## config.mk

```make
export PLATFORM = sky130hd
export DESIGN_NAME = mem_arbiter_flat
export DESIGN_NICKNAME = d
export VERILOG_FILES = /design/src/rtl/mem_arbiter_pkg.sv /design/src/rtl/mem_arbiter_if.sv /design/src/rtl/mem_arbiter_rr_pick2.sv /design/src/rtl/mem_arbiter.sv /design/src/flat_wrapper.sv
export SDC_FILE = /design/constraint.sdc
export NUM_CORES = 1
export LEC_CHECK = 0
export CAP_MARGIN = 40
export CORE_MARGIN = 5
export CORE_UTILIZATION = 32
export CTS_BUF_LIST = sky130_fd_sc_hd__clkbuf_8
export CTS_CLUSTER_SIZE = 24
export DETAILED_ROUTE_END_ITERATION = 6
export GPL_ROUTABILITY_DRIVEN = 0
export HOLD_SLACK_MARGIN = 0.02
export PLACE_DENSITY_LB_ADDON = 0.12
export SYNTH_ARGS = -nofsm -noshare
export SYNTH_HDL_FRONTEND = slang
export SYNTH_SLANG_ARGS = --single-unit
```

## constraint.sdc

```tcl
create_clock -name clk -period 2.9 [get_ports clk]
set_input_delay 0.435 -clock clk [delete_from_list [all_inputs] [get_ports clk]]
set_output_delay 0.435 -clock clk [all_outputs]
set_load 0.005 [all_outputs]
```

## src/rtl/mem_arbiter_pkg.sv

```systemverilog
// Shared constants and helpers for the two-port memory arbiter.
package mem_arbiter_pkg;

    // Sequencer states; encodings are shared with debug logic elsewhere.
    typedef enum logic [1:0] {
        StIdle  = 2'd0,
        StIssue = 2'd1,
        StWait  = 2'd2,
        StResp  = 2'd3
    } arb_state_e;

    // Requester ids.
    typedef enum logic {
        ArbIc = 1'b0,
        ArbDc = 1'b1
    } arb_port_e;

    // Clear the byte-offset bits so the address points at the start of a line.
    // width must be a power of two.
    function automatic logic [31:0] line_align(logic [31:0] addr, int unsigned width);
        return addr & ~(32'(width) - 32'd1);
    endfunction

endpackage

```

## src/rtl/mem_arbiter_if.sv

```systemverilog
// Requester and memory-side signals of the arbiter.
interface mem_arbiter_if #(
    parameter int unsigned WIDTH = 4
);
    localparam int unsigned LineW = WIDTH * 8;

    logic             ic_req;
    logic [31:0]      ic_addr;
    logic             ic_ack;
    logic [LineW-1:0] ic_data;

    logic             dc_req;
    logic             dc_write;
    logic [31:0]      dc_addr;
    logic [LineW-1:0] dc_wdata;
    logic             dc_ack;
    logic [LineW-1:0] dc_rdata;

    logic [31:0]      mem_addr;
    logic [LineW-1:0] mem_wdata;
    logic             mem_read;
    logic             mem_write;
    logic [LineW-1:0] mem_rdata;

    // Arbiter view.
    modport master (
        input  ic_req, ic_addr, dc_req, dc_write, dc_addr, dc_wdata, mem_rdata,
        output ic_ack, ic_data, dc_ack, dc_rdata, mem_addr, mem_wdata, mem_read, mem_write
    );

    // Requester and memory view.
    modport slave (
        output ic_req, ic_addr, dc_req, dc_write, dc_addr, dc_wdata, mem_rdata,
        input  ic_ack, ic_data, dc_ack, dc_rdata, mem_addr, mem_wdata, mem_read, mem_write
    );

endinterface

```

## src/rtl/mem_arbiter_rr_pick2.sv

```systemverilog
// Combinational 2-way round-robin chooser: on a tie the port not granted last wins.
module mem_arbiter_rr_pick2
    import mem_arbiter_pkg::*;
(
    input  logic      ic_req_i,
    input  logic      dc_req_i,
    input  arb_port_e last_i,
    output logic      valid_o,
    output arb_port_e id_o
);

    // Pick the single requester, or alternate on a tie.
    always_comb begin
        valid_o = ic_req_i | dc_req_i;
        id_o    = ArbIc;
        if (ic_req_i && dc_req_i) begin
            id_o = (last_i == ArbIc) ? ArbDc : ArbIc;
        end else if (dc_req_i) begin
            id_o = ArbDc;
        end
    end

endmodule

```

## src/rtl/mem_arbiter.sv

```systemverilog
// Shares one single-ported line memory between the instruction-fetch and data
// requesters. Grants round-robin, issues one command, waits LATENCY cycles and
// acks the granted port.
module mem_arbiter
    import mem_arbiter_pkg::*;
#(
    parameter int unsigned WIDTH   = 4,
    parameter int unsigned LATENCY = 1
) (
    input  logic          clk,
    input  logic          reset,
    mem_arbiter_if.master bus,
    output logic          busy
);

    localparam int unsigned LineW = WIDTH * 8;
    localparam int unsigned CntW  = $clog2(LATENCY + 1);

    arb_state_e       state_q, state_d;
    logic [CntW-1:0]  cnt_q, cnt_d;
    arb_port_e        last_q, last_d;
    arb_port_e        id_q, id_d;
    logic             wr_q, wr_d;
    logic [31:0]      addr_q, addr_d;
    logic [LineW-1:0] wdata_q, wdata_d;

    logic             gnt_valid;
    arb_port_e        gnt_id;

    mem_arbiter_rr_pick2 u_pick (
        .ic_req_i (bus.ic_req),
        .dc_req_i (bus.dc_req),
        .last_i   (last_q),
        .valid_o  (gnt_valid),
        .id_o     (gnt_id)
    );

    // Next-state logic: grant and latch in idle, then issue, wait, respond.
    always_comb begin
        state_d = state_q;
        cnt_d   = cnt_q;
        last_d  = last_q;
        id_d    = id_q;
        wr_d    = wr_q;
        addr_d  = addr_q;
        wdata_d = wdata_q;
        unique case (state_q)
            StIdle: begin
                if (gnt_valid) begin
                    id_d    = gnt_id;
                    last_d  = gnt_id;
                    wr_d    = (gnt_id == ArbDc) && bus.dc_write;
                    addr_d  = line_align((gnt_id == ArbDc) ? bus.dc_addr : bus.ic_addr, WIDTH);
                    wdata_d = bus.dc_wdata;
                    state_d = StIssue;
                end
            end
            StIssue: begin
                if (LATENCY > 1) begin
                    state_d = StWait;
                    cnt_d   = CntW'(LATENCY - 1);
                end else begin
                    state_d = StResp;
                end
            end
            StWait: begin
                // Leave when the counter reaches 1; <= also guards a stray 0.
                if (cnt_q <= CntW'(1)) begin
                    state_d = StResp;
                end else begin
                    cnt_d = cnt_q - CntW'(1);
                end
            end
            StResp: begin
                state_d = StIdle;
            end
            default: begin
                state_d = StIdle;
            end
        endcase
    end

    // State, counter, round-robin pointer and request latches.
    always_ff @(posedge clk or negedge reset) begin
        if (!reset) begin
            state_q <= StIdle;
            cnt_q   <= '0;
            last_q  <= ArbIc;
            id_q    <= ArbIc;
            wr_q    <= 1'b0;
            addr_q  <= '0;
            wdata_q <= '0;
        end else begin
            state_q <= state_d;
            cnt_q   <= cnt_d;
            last_q  <= last_d;
            id_q    <= id_d;
            wr_q    <= wr_d;
            addr_q  <= addr_d;
            wdata_q <= wdata_d;
        end
    end

    // Outputs decoded from registered state only; read data is a pass-through.
    always_comb begin
        bus.mem_read  = (state_q == StIssue) && !wr_q;
        bus.mem_write = (state_q == StIssue) && wr_q;
        bus.mem_addr  = addr_q;
        bus.mem_wdata = wdata_q;
        bus.ic_ack    = (state_q == StResp) && (id_q == ArbIc);
        bus.dc_ack    = (state_q == StResp) && (id_q == ArbDc);
        bus.ic_data   = bus.mem_rdata;
        bus.dc_rdata  = bus.mem_rdata;
        busy          = (state_q != StIdle);
    end

endmodule

```

## src/flat_wrapper.sv

```systemverilog
// flat-port wrapper written by rule: the top's interface ports become plain ports
module mem_arbiter_flat import mem_arbiter_pkg::*;
#(
    parameter int unsigned WIDTH   = 4,
    parameter int unsigned LATENCY = 1
)
  (clk, reset, busy, bus_ic_req, bus_ic_addr, bus_dc_req, bus_dc_write, bus_dc_addr, bus_dc_wdata, bus_mem_rdata, bus_ic_ack, bus_ic_data, bus_dc_ack, bus_dc_rdata, bus_mem_addr, bus_mem_wdata, bus_mem_read, bus_mem_write);
  mem_arbiter_if #(.WIDTH(WIDTH)) bus_i ();
  input  logic clk;
  input  logic reset;
  output logic busy;
  input wire logic [$bits(bus_i.ic_req)-1:0] bus_ic_req;
  input wire logic [$bits(bus_i.ic_addr)-1:0] bus_ic_addr;
  input wire logic [$bits(bus_i.dc_req)-1:0] bus_dc_req;
  input wire logic [$bits(bus_i.dc_write)-1:0] bus_dc_write;
  input wire logic [$bits(bus_i.dc_addr)-1:0] bus_dc_addr;
  input wire logic [$bits(bus_i.dc_wdata)-1:0] bus_dc_wdata;
  input wire logic [$bits(bus_i.mem_rdata)-1:0] bus_mem_rdata;
  output wire logic [$bits(bus_i.ic_ack)-1:0] bus_ic_ack;
  output wire logic [$bits(bus_i.ic_data)-1:0] bus_ic_data;
  output wire logic [$bits(bus_i.dc_ack)-1:0] bus_dc_ack;
  output wire logic [$bits(bus_i.dc_rdata)-1:0] bus_dc_rdata;
  output wire logic [$bits(bus_i.mem_addr)-1:0] bus_mem_addr;
  output wire logic [$bits(bus_i.mem_wdata)-1:0] bus_mem_wdata;
  output wire logic [$bits(bus_i.mem_read)-1:0] bus_mem_read;
  output wire logic [$bits(bus_i.mem_write)-1:0] bus_mem_write;
  assign bus_i.ic_req = bus_ic_req;
  assign bus_i.ic_addr = bus_ic_addr;
  assign bus_i.dc_req = bus_dc_req;
  assign bus_i.dc_write = bus_dc_write;
  assign bus_i.dc_addr = bus_dc_addr;
  assign bus_i.dc_wdata = bus_dc_wdata;
  assign bus_i.mem_rdata = bus_mem_rdata;
  assign bus_ic_ack = bus_i.ic_ack;
  assign bus_ic_data = bus_i.ic_data;
  assign bus_dc_ack = bus_i.dc_ack;
  assign bus_dc_rdata = bus_i.dc_rdata;
  assign bus_mem_addr = bus_i.mem_addr;
  assign bus_mem_wdata = bus_i.mem_wdata;
  assign bus_mem_read = bus_i.mem_read;
  assign bus_mem_write = bus_i.mem_write;
  mem_arbiter #(.WIDTH(WIDTH), .LATENCY(LATENCY)) u_core (.clk(clk), .reset(reset), .bus(bus_i), .busy(busy));
endmodule
```

Word-level counts from Yosys, hierarchy flattened
Index checks and enable logic that the tools add are counted.

operators by class
  reduce and logical (&&, ||, !) cells = 12
  add/sub/neg operators = 1
  order comparisons = 1
  multiplexer cells = 7
  eq/ne operators = 5
  bitwise operators = 3

operators by type and width
  cell                                                    count
  two-way mux 32 bit                                      1
  case mux 2 bit (4 select lines)                         1
  logical AND 1 bit                                       6
  AND reduction 2 bit                                     3
  equality test 2 bit (second input constant)             2
  two-way mux 2 bit                                       2
  != test 2 x 1 -> 1 bit (second input constant)          2
  two-way mux 1 bit                                       3
  equality test 2 x 1 -> 1 bit (second input constant)    1
  logical NOT 2 bit                                       1
  NOT 1 bit                                               2
  nonzero test 2 bit                                      1
  less-or-equal comparator 1 bit (second input constant)  1
  logical NOT 1 bit                                       1
  OR 1 bit                                                1
  subtractor 1 bit (second input constant)                1

word-level totals
  register bits after elaboration = 67
  logic and storage cells = 35
  bits of input ports = 133
  output and inout bits = 133

Depth between registers and ports, before layout
Gate-level depths: netlist (run 1).

  word-level depth = 3
  gate-level depth with buffers = 8
  gate-level depth less buffers = 5

Cells and area by module
A second synthesis (run 1) with hierarchy kept.

unflattened totals
  cells, all modules = 293
  area total of the unflattened synthesis = 3492.1 µm²

modules (own cells, without submodules)
  module                cells each  instances  area each (µm²)
  mem_arbiter           291         1          3478.3
  mem_arbiter_rr_pick2  2           1          13.8

Least setup slack after synthesis (run 1)
No wires, ideal clock.

  path kind = register -> register
  start point = register u_core.state_q[0]
  end point = register u_core.state_q[1]
  stages on the path, launching flop included = 6
  arrival time = 1380 ps
  library setup time = 125 ps
  slack = 1395 ps
  buffers on the path = 1
  clock period less this slack = 1505 ps
  required time = 2775 ps
  path through = dfrtp_1 -> inv_1 -> ha_1 -> buf_2 -> nor3b_1 -> mux2_2

on the way
  cells in the longest elaborated chain, start to end = 3
  elaborated cells on any way between the ends = 8
  classes of those cells = eq/ne: 5; mux: 1; reduce/logical: 2

RTL lines
  what                                                      RTL line           RTL
  from (decl)                                               mem_arbiter.sv:19  arb_state_e state_q, state_d;
  from (signal assigned)                                    mem_arbiter.sv:86  state_q <= StIdle;
  from (signal assigned)                                    mem_arbiter.sv:94  state_q <= state_d;
  equality test 2 bit or logical NOT 2 bit (tied branches)  mem_arbiter.sv:47  unique case (state_q)
  != test 2 x 1 -> 1 bit (no source line)                   --
  AND reduction 2 bit (no source line)                      --

Several ways; a longest one is shown, not always the timed one.
A chain may end at the register's enable or synchronous reset.

Final worst setup path (run 1)
  start point = register u_core.state_q[0]
  end point = output port busy

on the way
  cells in the longest elaborated chain, start to end = 1

RTL lines
  what                RTL line            RTL
  nonzero test 2 bit  mem_arbiter.sv:114  busy = (state_q != StIdle);
  to (decl)           flat_wrapper.sv:11  output logic busy;

No other way between the ends.

==> flow_metrics.py, run 1 <==
metrics = {
    "status": {
        "status": "finished clean",
    },
    "cells_and_area": {
        "num_antenna_cells": 0,
        "drive_gt1_share_pct": 10.2,
        "synthToLayoutAreaGrowth_pct": 40.7,
        "fill_cells": 1075,
        "post_route_insts_no_fill": 630,
        "final_nets": 621,
    },
    "hold_path": {
        "holdCritPathClass": "input port to async pin",
    },
    "synthesis": {
        "netlist.top_cell.by_area": "sky130_fd_sc_hd__dfrtp_1",
        "yosys.cell_types.count": 22,
        "synth_edf_count": 0,
        "synth_warnings": 0,
        "synth.area.top_cells": "sky130_fd_sc_hd__dfrtp_1, sky130_fd_sc_hd__buf_4, sky130_fd_sc_hd__nand2_1",
        "mappedNetlistArea_um2": 3460,
        "post_synth.cell_area_avg_um2": 8.86,
        "synth_top_cell_area_share_pct": 47.8,
        "synth.most_common_cell": "sky130_fd_sc_hd__nand2_1",
        "synth_seq_area_share_pct": 47.8,
        "dominantRegCellSynth": "sky130_fd_sc_hd__dfrtp_1",
        "yosys_reg_bits": 66,
        "share_of_synthesized_registers_carrying_an_async_set_or_reset_pct": 100,
        "synthCells": 390,
        "synth.top_cells.by_count": "sky130_fd_sc_hd__nand2_1, sky130_fd_sc_hd__buf_4, sky130_fd_sc_hd__dfrtp_1, sky130_fd_sc_hd__a21oi_1, sky130_fd_sc_hd__nor2_1",
    },
    "worst_setup_path": {
        "crit_arrival_ns": 1.68,
        "critical_path_peak_fanout": 7,
        "worstSetupPathType": "register to output port",
        "worst_path_required_ns": 2.47,
        "critPathCaptureType": "output port",
        "cp-start-kind": "register",
    },
    "global_route": {
        "first_global_vias": 2886,
        "globalRouteOverflowTotal": 0,
        "antenna_found_initial": 0,
        "grt_first_pass_wirelength_um": 14500,
        "groute.usage.overall_pct": 14.0,
        "grt_max_degree": 63,
    },
    "drt": {
        "route.final.wire_length_um": 9210,
        "drt-wirelength-per-cell_um": 14.6,
        "route.antenna.remaining_nets": 0,
        "via_count": 2760,
        "route.detailed.drc": 0,
        "viasPerCell": 4.38,
        "detail_route.first_pass.iterations": 4,
        "first_iter_violations": 123,
    },
    "floorplan": {
        "top_level_ports": 266,
        "design.core.area_um2": 10700,
        "die_h_um": 114,
        "floorplan.die_area_um2": 13000,
        "initial_core_util_pct": 32.3,
        "standard_cell_row_count": 38,
        "dieWidth_um": 114,
    },
    "clock_network": {
        "cts_buffer_depth": 2,
        "cts_bufs_inserted": 9,
        "clockRootBuffer": "sky130_fd_sc_hd__clkbuf_8",
        "worst_setup_hold_path_clk_slew_ns": 0.08,
        "holdBufCountCts": 0,
        "cts.sink_count": 66,
        "cts_tree": "yes",
        "post_cts_resize_count": 0,
        "clock_insertion_delay_worst_skew_ns": 0.34,
        "cts_post_setup_buffers_inserted": 0,
        "cts-htree-levels": 3,
    },
    "place": {
        "place.detailed.hpwl_um": 6470,
        "buffer_ports.inserted": 163,
        "dp.cells": 614,
        "pre_cts_ws_ns": 0.708,
    },
    "timing": {
        "max-slew-margin-rel_pct": 57.7,
        "postLayoutSetupSlackWorst_ns": 0.787,
        "final.setup.tns_ns": 0,
        "worst_pin_slew_ns": 0.634,
        "fin_worst_skew_ns": 0.0115,
        "timing.fmax_mhz": 473,
        "min_period_ns": 2.11,
        "timing.final.crit_share_pct": 72.8,
        "hold_viol": 0,
        "rsz0062_at_grt": "false",
        "setup_viol_count_final": 0,
        "report.final.slew_viol_count": 0,
    },
    "power_and_ir_drop": {
        "total_leakage_power_nw": 2.14,
        "vdd_ir_drop_max_mv": 0.419,
        "power-per-cell-area_nw_per_um2": 917,
    },
    "job": {
        "cap_viol_max_count": 0,
    },
}
==> cells in the final DEF, fill, tap and decap left out, drive strengths merged, types with 2 or more instances in the layout <==
cell             n
a21oi           61
nor2b            2
buf              7
clkbuf          10
ha               3
clkdlybuf4s50  162
dfrtp           66
inv              4
o21ai            2
nand2          127
nor2            30
conb             2
clkinvlp         2
and2             2
clkinv           3
==> stage by stage <==
step                hold WS, ns  area [µm²]  utilization, %  total power [mW]
floorplan                 0.139        3460               -              2.65
global placement          0.457        4670            43.7              3.80
detailed placement        0.463        4690            43.9              3.85
CTS                       0.113        4860            45.5              4.55
global route              0.144        4860            45.5              4.82
finish                    0.107        4860            45.5              4.46
==> cell families after synthesis <==
group / Yosys count / synth area share [%]
DFF: 66 / 47.8
AOI/OAI and AO/OA: 68 / 13.5
muxes: 1 / 0.326
adders and majority gates: 3 / 1.09
and+or+nand+nor: 162 / 18.0
other: 1 / 0.108
buffers and inverters: 89 / 19.3
==> worst max-delay path: stages (launching register included) <==
cell and delay, ns:
sky130_fd_sc_hd__dfrtp_1 0.40, sky130_fd_sc_hd__inv_1 0.06, sky130_fd_sc_hd__ha_1 0.30, sky130_fd_sc_hd__inv_1 0.08
sky130_fd_sc_hd__clkdlybuf4s50_1 0.50
==> sequential cells by signal, indices dropped and copies added (netlist names) <==
name / cells
u_core.bus.mem_wdata: 32
u_core.bus.mem_addr: 30
u_core.wr_q: 1
u_core.state_q: 2
u_core.last_q: 1
==> area by class of cell <==
| cell class | instances | area, µm² | area share, % |
|---|---|---|---|
| inverter | 3 | 11.3 | 0.232 |
| clock inverter | 6 | 33.8 | 0.695 |
| timing repair buffer | 169 | 1710 | 35.1 |
| tap | 140 | 175 | 3.60 |
| sequential | 66 | 1650 | 34.0 |
| multi-input combinational | 236 | 1140 | 23.5 |
| clock buffer | 10 | 138 | 2.83 |
==> power breakdown <==
group	total (mW)	leakage [nW]	switching, mW	internal [mW]
Clock	0.678	0.0892	0.352	0.326
Combinational	2.16	1.28	0.916	1.25
Sequential	1.62	0.777	0.239	1.38
Total	4.46	2.14	1.51	2.95
==> per-layer routing <==
| metal | global-route usage [%] | vias to the layer above | wire, µm |
|---|---|---|---|
| met5 | 0 | - | 0 |
| met3 | 6.84 | 12 | 1000 |
| met1 | 17.0 | 1272 | 3960 |
| met4 | 3.80 | 0 | 93 |
| li1 | - | 1347 | - |
| met2 | 22.3 | 129 | 4150 |
==> final timing paths <==
path | startpoint | to | slack, ns | depth (start not counted)
hold / removal | reset | u_core.bus.mem_wdata[13] | 0.11 | 2
setup reg to reg | u_core.state_q[0] | u_core.state_q[1] | 1.22 | 4
max in group asynchronous | reset | u_core.bus.mem_wdata[27] | 2.24 | 3
hold reg to reg | u_core.bus.mem_wdata[27] | u_core.bus.mem_wdata[27] | 0.48 | 2
min in group clk | u_core.bus.mem_wdata[27] | u_core.bus.mem_wdata[27] | 0.48 | 2
setup / recovery | u_core.state_q[0] | busy | 0.79 | 4
(Power assumes the default switching activity.)
==> inputs of run 2 (changes only) <==
--- a/config.mk
+++ b/config.mk
@@ -7,7 +7,7 @@
 export LEC_CHECK = 0
 export CAP_MARGIN = 40
 export CORE_MARGIN = 5
-export CORE_UTILIZATION = 32
+export CORE_UTILIZATION = 31
 export CTS_BUF_LIST = sky130_fd_sc_hd__clkbuf_8
 export CTS_CLUSTER_SIZE = 24
 export DETAILED_ROUTE_END_ITERATION = 6
==> constraint.sdc (replaced) <==
create_clock -name clk -period 1.85 [get_ports clk]
set_input_delay 0.2775 -clock clk [delete_from_list [all_inputs] [get_ports clk]]
set_output_delay 0.2775 -clock clk [all_outputs]
set_load 0.005 [all_outputs]
==> run 2 against run 1 <==
  * Clock skew rose by 0.0011 ns
  * Die area rose by 2.9%
  * Critical endpoint is now bus_mem_read
  * Non-clock buffer count rose by 5
  * Critical path type unchanged
  * Cell count rose by 0.79%
  * First-iteration DRC count did not move
  * Hold slack improved by 0.35 ns
==> flow_metrics.py, run 2 (synthesized netlist as in run 1, its figures left out) <==
metrics = {
    "status": {
        "status": "finished clean",
    },
    "floorplan": {
        "dieWidth_um": 116,
        "die_h_um": 116,
        "standard_cell_row_count": 38,
        "floorplan.die_area_um2": 13400,
        "design.core.area_um2": 10900,
        "initial_core_util_pct": 31.8,
        "top_level_ports": 266,
    },
    "drt": {
        "detail_route.first_pass.iterations": 4,
        "drt-wirelength-per-cell_um": 14.8,
        "route.final.wire_length_um": 9390,
        "route.antenna.remaining_nets": 0,
        "via_count": 2810,
        "first_iter_violations": 123,
        "viasPerCell": 4.43,
        "route.detailed.drc": 0,
    },
    "worst_setup_path": {
        "critical_path_peak_fanout": 3,
        "cp-start-kind": "register",
        "regToRegStartpoint": "u_core.state_q[1]",
        "critical_path.startpoint": "u_core.state_q[1]",
        "critPathCaptureType": "output port",
        "worst_path_required_ns": 1.57,
        "crit_arrival_ns": 1.41,
        "worstSetupPathType": "register to output port",
    },
    "place": {
        "buffer_ports.inserted": 163,
        "dp.cells": 618,
        "place.detailed.hpwl_um": 6750,
        "postPlaceCellArea_um2": 4770,
    },
    "clock_network": {
        "cts_bufs_inserted": 9,
        "clockRootBuffer": "sky130_fd_sc_hd__clkbuf_8",
        "cts-htree-levels": 3,
        "clock_insertion_delay_worst_skew_ns": 0.33,
        "cts.sink_count": 66,
        "cts_buffer_depth": 2,
        "worst_setup_hold_path_clk_slew_ns": 0.08,
        "cts_tree": "yes",
    },
    "cells_and_area": {
        "num_antenna_cells": 0,
        "fill_cells": 1103,
        "largest_register_ff_count": 32,
        "sequential_cell_area_um2": 1650,
        "post_route_insts_no_fill": 635,
        "drive_gt1_share_pct": 11.3,
        "finalInstanceArea_um2": 5020,
        "synthToLayoutAreaGrowth_pct": 45.2,
        "area_used_by_multi_input_combinational_logic_um2": 1160,
        "final_nets": 626,
        "mostFrequentLayoutCell": "sky130_fd_sc_hd__clkdlybuf4s50_1",
        "most-common-layout-cells": "sky130_fd_sc_hd__clkdlybuf4s50_1, sky130_fd_sc_hd__nand2_1, sky130_fd_sc_hd__dfrtp_1",
    },
    "power_and_ir_drop": {
        "power-per-cell-area_nw_per_um2": 1480,
        "vdd_ir_drop_max_mv": 0.539,
        "total_leakage_power_nw": 2.24,
    },
    "timing": {
        "timing.final.crit_share_pct": 91.3,
        "fin_worst_skew_ns": 0.0126,
        "timing.fmax_mhz": 592,
        "setup_viol_count_final": 0,
        "report.final.slew_viol_count": 0,
        "rsz0062_at_grt": "false",
        "hold_viol": 0,
        "min_period_ns": 1.69,
    },
    "global_route": {
        "grt_max_degree": 67,
        "globalRouteOverflowTotal": 0,
        "groute.usage.overall_pct": 14.2,
        "first_global_vias": 3034,
        "grt_first_pass_wirelength_um": 15000,
        "antenna_found_initial": 0,
    },
    "hold_path": {
        "holdCritPathClass": "input port to register",
        "origin_of_the_worst_min_delay_path": "bus_dc_wdata[23]",
    },
    "job": {
        "cap_viol_max_count": 0,
    },
}
-- run 2: changes by cell type in the layout (fill, tap and decap cells not counted), moves of 2 or more --
| cell | before | now |
|---|---|---|
| sky130_fd_sc_hd__clkdlybuf4s50_1 | 162 | 157 |
| sky130_fd_sc_hd__buf_12 | 3 | 7 |
| sky130_fd_sc_hd__dlygate4sd2_1 | 0 | 3 |
| sky130_fd_sc_hd__bufinv_16 | 0 | 2 |
| sky130_fd_sc_hd__clkinv_2 | 3 | 1 |
| sky130_fd_sc_hd__clkinv_4 | 0 | 2 |
| sky130_fd_sc_hd__clkinvlp_4 | 2 | 0 |
| sky130_fd_sc_hd__dlymetal6s2s_1 | 0 | 2 |
| sky130_fd_sc_hd__inv_6 | 0 | 2 |
-- run 2: what timing repair did --
action	4_1_cts	5_1_grt
endpoints found under the hold margin	66	0
resized for setup	5	2
setup endpoints to repair	5	2
hold buffers	1	0
setup buffers	0	0
-- run 2: critical path, cell delays in order, from the launching register on --
cell and delay, ns:
sky130_fd_sc_hd__dfrtp_1 0.40, sky130_fd_sc_hd__inv_1 0.12, sky130_fd_sc_hd__ha_1 0.17, sky130_fd_sc_hd__nor2b_1 0.13
sky130_fd_sc_hd__dlygate4sd2_1 0.26
-- run 2: layout make-up --
type                    count  share of cell area (%)
well taps                 140                    3.49
multi-input cells         236                    23.1
repair buffers            174                    35.9
clock buffers               9                    2.47
inverters                   3                   0.224
flip-flops and latches     66                    32.9
clock inverters             7                    1.99
-- run 2: path summary, 6_finish.rpt --
check / to / slack, ns / depth (start not counted)
setup reg to reg: u_core.state_q[1] / 0.29 / 4
max in group asynchronous: u_core.bus.mem_addr[23] / 1.04 / 3
setup / recovery: bus_mem_read / 0.16 / 4
hold reg to reg: u_core.bus.mem_wdata[27] / 0.48 / 2
min in group asynchronous: u_core.bus.mem_wdata[7] / 0.48 / 3
hold / removal: u_core.bus.mem_wdata[23] / 0.46 / 3
-- run 2: metrics by stage --
stage          power, mW  setup slack, ns  hold WS (ns)  util, %  setup TNS, ns
5_1_grt             8.02           0.0498         0.451     46.1              0
3_5_place_dp        6.14            0.105         0.331     43.8              0
2_1_floorplan       4.16            0.345       -0.0181        -              0
6_report            7.41            0.161         0.458     46.1              0
4_1_cts             7.57          -0.0394         0.430     46.1        -0.0568
3_3_place_gp        6.08            0.130         0.336     43.8              0
-- run 2: power by group --
part           switching (mW)  total [mW]  leakage (nW)  internal [mW]
Sequential              0.377        2.53         0.777           2.16
Clock                   0.595        1.37         0.114          0.771
Combinational            1.46        3.51          1.35           2.05
Total                    2.43        7.41          2.24           4.97
-- run 2: routing by layer --
layer / share of wire, % / wire length, µm / track usage (%) / up-vias
li1: - / - / - / 1358
met3: 11 / 1010 / 5.22 / 21
met5: 0 / 0 / 0 / -
met2: 44 / 4170 / 22.8 / 136
met4: 2.2 / 205 / 5.40 / 0
met1: 43 / 4010 / 17.6 / 1295
==> inputs of run 3 (changes only) <==
--- a/config.mk
+++ b/config.mk
@@ -5,7 +5,7 @@
 export SDC_FILE = /design/constraint.sdc
 export NUM_CORES = 1
 export LEC_CHECK = 0
-export CAP_MARGIN = 40
+export CAP_MARGIN = 20
 export CORE_MARGIN = 5
 export CORE_UTILIZATION = 31
 export CTS_BUF_LIST = sky130_fd_sc_hd__clkbuf_8
==> results of run 3 <==
Final layout, timing and power as in run 2 (identical DEF).
